## config.mk

```make
export PLATFORM = sky130hd
export DESIGN_NAME = vscpu_io_bridge
export DESIGN_NICKNAME = d
export VERILOG_FILES = /design/src/rtl/vscpu_io_bridge.sv
export SDC_FILE = /design/constraint.sdc
export NUM_CORES = 1
export LEC_CHECK = 0
export CORE_ASPECT_RATIO = 0.9
export CORE_MARGIN = 1
export CORE_UTILIZATION = 44
export DETAILED_ROUTE_END_ITERATION = 8
export PLACE_DENSITY = 0.68
export RECOVER_POWER = 100
export SLEW_MARGIN = 10
export SYNTH_ARGS = -nofsm -noshare
export SYNTH_HDL_FRONTEND = slang
export SYNTH_SLANG_ARGS = --single-unit
```

## constraint.sdc

```tcl
create_clock -name clk -period 4.9 [get_ports clk]
set_clock_uncertainty 0.15 [all_clocks]
set_input_delay 0.735 -clock clk [delete_from_list [all_inputs] [get_ports clk]]
set_output_delay 0.735 -clock clk [all_outputs]
set_load 0.1 [all_outputs]
```

## src/rtl/vscpu_io_bridge.sv

```systemverilog
// CPU-to-RAM pass-through with a memory-mapped TX FIFO and status register.
// Optional sticky overflow flag enabled by defining VSCPU_IOB_OVF_STICKY_EN.
module vscpu_io_bridge #(
    parameter int          DEPTH_LOG2  = 3,
    parameter logic [13:0] TXDATA_ADDR = 14'h3FFF,
    parameter logic [13:0] STATUS_ADDR = 14'h3FFE
) (
    input  logic        clk,
    input  logic        rst,
    input  logic        cpu_wrEn,
    input  logic [13:0] cpu_addr,
    input  logic [31:0] cpu_wdata,
    output logic [31:0] cpu_rdata,
    output logic        ram_wrEn,
    output logic [13:0] ram_addr,
    output logic [31:0] ram_wdata,
    input  logic [31:0] ram_rdata,
    output logic        tx_valid,
    input  logic        tx_ready,
    output logic [31:0] tx_data
);

    localparam int                  DEPTH    = 1 << DEPTH_LOG2;
    localparam logic [DEPTH_LOG2:0] FULL_CNT = {1'b1, {DEPTH_LOG2{1'b0}}};

    logic [31:0]           mem [DEPTH];
    logic [DEPTH_LOG2-1:0] wr_ptr_q, wr_ptr_d, rd_ptr_q, rd_ptr_d;
    logic [DEPTH_LOG2:0]   count_q, count_d;
    logic                  io_sel_q, io_sel_d;
    logic [31:0]           status_q, status_d;
    logic [31:0]           status_word;
    logic                  tx_hit, st_hit, full, empty, push, pop, ovf_flag;

    assign tx_hit    = (cpu_addr == TXDATA_ADDR);
    assign st_hit    = (cpu_addr == STATUS_ADDR);
    assign ram_addr  = cpu_addr;
    assign ram_wdata = cpu_wdata;
    assign ram_wrEn  = cpu_wrEn && !(tx_hit || st_hit);

    assign full      = (count_q == FULL_CNT);
    assign empty     = (count_q == '0);
    assign tx_valid  = !empty;
    assign tx_data   = mem[rd_ptr_q];
    assign pop       = tx_valid && tx_ready;
    // A full FIFO still accepts a push when the head leaves in the same cycle.
    assign push      = cpu_wrEn && tx_hit && (!full || pop);

    always_comb begin
        status_word               = '0;
        status_word[31]           = ovf_flag;
        status_word[30]           = full;
        status_word[29]           = empty;
        status_word[DEPTH_LOG2:0] = count_q;
    end

    always_comb begin
        wr_ptr_d = wr_ptr_q;
        rd_ptr_d = rd_ptr_q;
        count_d  = count_q;
        io_sel_d = tx_hit || st_hit;
        status_d = st_hit ? status_word : '0;
        if (push) wr_ptr_d = wr_ptr_q + 1'b1;
        if (pop)  rd_ptr_d = rd_ptr_q + 1'b1;
        if (push && !pop)      count_d = count_q + 1'b1;
        else if (pop && !push) count_d = count_q - 1'b1;
    end

    always_ff @(posedge clk or negedge rst) begin
        if (!rst) begin
            wr_ptr_q <= '0;
            rd_ptr_q <= '0;
            count_q  <= '0;
            io_sel_q <= 1'b0;
            status_q <= '0;
        end else begin
            wr_ptr_q <= wr_ptr_d;
            rd_ptr_q <= rd_ptr_d;
            count_q  <= count_d;
            io_sel_q <= io_sel_d;
            status_q <= status_d;
        end
    end

    always_ff @(posedge clk) begin
        if (push) mem[wr_ptr_q] <= cpu_wdata;
    end

    // Status word is captured with the address, so it returns with RAM latency.
    assign cpu_rdata = io_sel_q ? status_q : ram_rdata;

`ifdef VSCPU_IOB_OVF_STICKY_EN
    logic ovf_q, ovf_d, drop, st_wr;

    assign drop  = cpu_wrEn && tx_hit && full && !pop;
    assign st_wr = cpu_wrEn && st_hit;

    always_comb begin
        ovf_d = ovf_q;
        if (drop)       ovf_d = 1'b1;
        else if (st_wr) ovf_d = 1'b0;
    end

    always_ff @(posedge clk or negedge rst) begin
        if (!rst) ovf_q <= 1'b0;
        else      ovf_q <= ovf_d;
    end

    assign ovf_flag = ovf_q;
`else
    assign ovf_flag = 1'b0;
`endif

endmodule

```

==> out/qor.csv <==
stage;metric;value;unit
status;status;finished, violations left;
status;violations;max-capacitance violations, max-slew violations;
grt;grt_max_degree;67;
grt;antenna_found_initial;0;
sta;hold_ws;0.405;ns
job;cap_viol_max_count;1;
sta;tns;0;ns
cells_and_area;multiInputGateArea;2560;µm²
setup_path;crit_type;primary input to flip-flop;
die;core;24600;µm²
die;io_pins;194;
cells_and_area;regArea;8120;µm²
sta;slew_headroom;-23.3;%
sta;period_share;90.3;%
pwr;clkPwrFrac;24.0;%
sta;hold_viol;0;
sta;worst_slack;0.474;ns
setup_path;r2r_slack;1.44;ns
clocking;htree_levels;1;
sta;clock.fmax;0.226;GHz
detailed_routing;drtIter0Drc;400;
setup_path;end_kind;flip-flop;
cells_and_area;mostFrequentLayoutCell;edfxtp_1;
cells_and_area;drive_gt1_share;17.6;%
detailed_routing;drc_errors;0;
place;placedInstanceArea;13200;µm²
detailed_routing;avgViaCountPerCell;5.22;
grt;grt_pass1_vias;5836;
grt;grt_usage;17.0;%
pwr;combPwrFrac;41.0;%
die;fp.dieW;170;µm
sta;rsz0062_at_grt;no;
sta;worst_pin_slew;1.84;ns
logic_synthesis;synth_fp_nets;622;
clocking;cts_sinks;273;
setup_path;rr_worst_depth;5;
clocking;cts-root-buf;clkbuf_16;
die;die-area;26100;µm²
cells_and_area;mostFrequentLayoutCells;edfxtp_1 (256), dlygate4sd3_1 (146), clkdlybuf4s50_1 (47), mux4_2 (39), mux2_2 (39);
pwr;p_int;0.00475;W
place;place_hpwl;13400;µm
grt;grt_pass1_wl;33500;µm
detailed_routing;drt_wl_total;22200;µm
clocking;clkSlewWorstSetupHoldPaths;0.06;ns
min_path;hold_class;flip-flop to flip-flop;
grt;grt_overflow;0;
setup_path;cp.arrival;4.49;ns
detailed_routing;drtAntennaViolNets;0;
sta;drv_slew;17;
sta;setup_violations;0;
logic_synthesis;yosys_warnings;0;
pwr;p_leak;4.67;nW
cells_and_area;fillers;1853;
logic_synthesis;synth_cells;534;
clocking;postCtsSetupRepairBufs;0;
pwr;p_seq_share;35.0;%
setup_path;critPathLaunchType;primary input;
cells_and_area;syn_to_final_growth;25.0;%
logic_synthesis;yosys_register_bits;273;
detailed_routing;vias;5539;
pwr;powerDensity;577;nW/µm²
die;die_height;153;µm
pwr;peakVddDrop;617;µV
detailed_routing;firstDrtPassIters;4;
logic_synthesis;avgSynthCellArea;21.0;µm²
min_path;min_path_cells;1;
detailed_routing;routedWlPerCell;20.9;µm
pwr;p_sw;0.00332;W
cells_and_area;diodes;0;
pwr;switching_share;41.1;%
logic_synthesis;synthArstFlopShare;6.23;%
logic_synthesis;synth-edff-count;256;
logic_synthesis;yosysSeqAreaShare;72.5;%
clocking;ctsHoldBuffers;0;
clocking;cts_tree;done;
die;row_count;54;
cells_and_area;fin_nets;793;
place;routabilityCongestion;0.730;
die;initial_core_util;45.5;%
sta;period_minus_slack;4.43;ns
logic_synthesis;synth_area;11200;µm²
logic_synthesis;ys_types;35;
logic_synthesis;synthFlopType;edfxtp_1;
clocking;cts_made_buffers;28;
setup_path;crit_fanout;16;
cells_and_area;stdcell_area;14000;µm²
clocking;clk_latency;0.52;ns
clocking;post_cts_resized;0;
place;numPortBuffers;193;
clocking;clockBufferDepth;3;
place;dpl_worst_slack;0.951;ns
setup_path;required;4.96;ns
==> worst max-delay path, stage by stage <==
cell           delay (ns)
dlygate4sd3_1        0.56
nand4_1              0.10
nor4_1               0.87
nand3b_1             0.33
nor2_1               1.45
buf_4                0.43
==> power by group through the flow <==
stage          sequential, W  combinational, W  clock (W)
2_1_floorplan        0.00265           0.00298          0
3_3_place_gp         0.00288           0.00341          0
3_5_place_dp         0.00288           0.00344          0
4_1_cts              0.00284           0.00345    0.00198
5_1_grt              0.00285           0.00344    0.00206
6_report             0.00283           0.00331    0.00194
==> flip-flops by register name, summed over array words and instances, names as in the netlist <==
signal    cells
count_q       4
io_sel_q      1
mem         256
rd_ptr_q      3
status_q      6
wr_ptr_q      3
==> through the flow <==
step                      power (W)  util (%)  std cells
final                       0.00807      56.9       1062
after global routing        0.00835      56.9       1062
after CTS                   0.00827      57.2       1062
after detailed placement    0.00633      53.8       1011
after global placement      0.00629      53.8       1011
after floorplan             0.00563         -        534
==> final cells by class <==
type                    instances  area share, %
well taps                     336           3.01
inverters                       3         0.0805
clock buffers                  40           5.40
clock inverters                11          0.635
flip-flops and latches        273           58.1
multi-input cells             190           18.3
repair buffers                209           14.5
==> final timing paths <==
kind,end,start
max reg2reg,mem[6][17],count_q[0]
min,wr_ptr_q[0],wr_ptr_q[0]
min in group asynchronous,count_q[2],rst
min reg2reg,wr_ptr_q[0],wr_ptr_q[0]
max,mem[6][17],cpu_addr[4]
max in group asynchronous,rd_ptr_q[0],rst
==> cells in the mapped netlist, drive strengths merged, types with 2 or more instances <==
library cell  instances  area [µm²]
and2                  4        25.0
buf                  59         468
clkbuf                9        33.8
dfrtp                17         425
edfxtp              256        7690
ha                    5        62.6
inv                   3        11.3
mux2                 41         462
mux4                 64        1540
nand2                 8        30.0
nand2b                3        18.8
nand3                 4        20.0
nand4                 2        12.5
nor2                  6        22.5
nor2b                29         181
nor3                  6        30.0
o21ai                 2        10.0
xnor2                 6        52.6
==> cells by family (layout without fill, tap and decap cells) <==
logic type	count (synthesis)	after routing	share of synthesized area, %
muxes	106	106	17.9
AOI/OAI and AO/OA	7	7	0.403
adders and majority gates	6	6	0.738
and+or+nand+nor	65	65	3.35
buffers and inverters	71	263	4.58
xor gates and xnor gates	6	6	0.470
DFF	273	273	72.5
==> layer usage <==
layer / vias to the layer above / GRT usage (%) / share of wire (%)
met5: - / 0 / 0
met4: 0 / 3.00 / 1.0
met3: 19 / 3.00 / 6.5
met2: 201 / 30.4 / 50
met1: 2846 / 21.8 / 43
li1: 2473 / - / -
No activity file was read; power rests on OpenSTA's default activity.
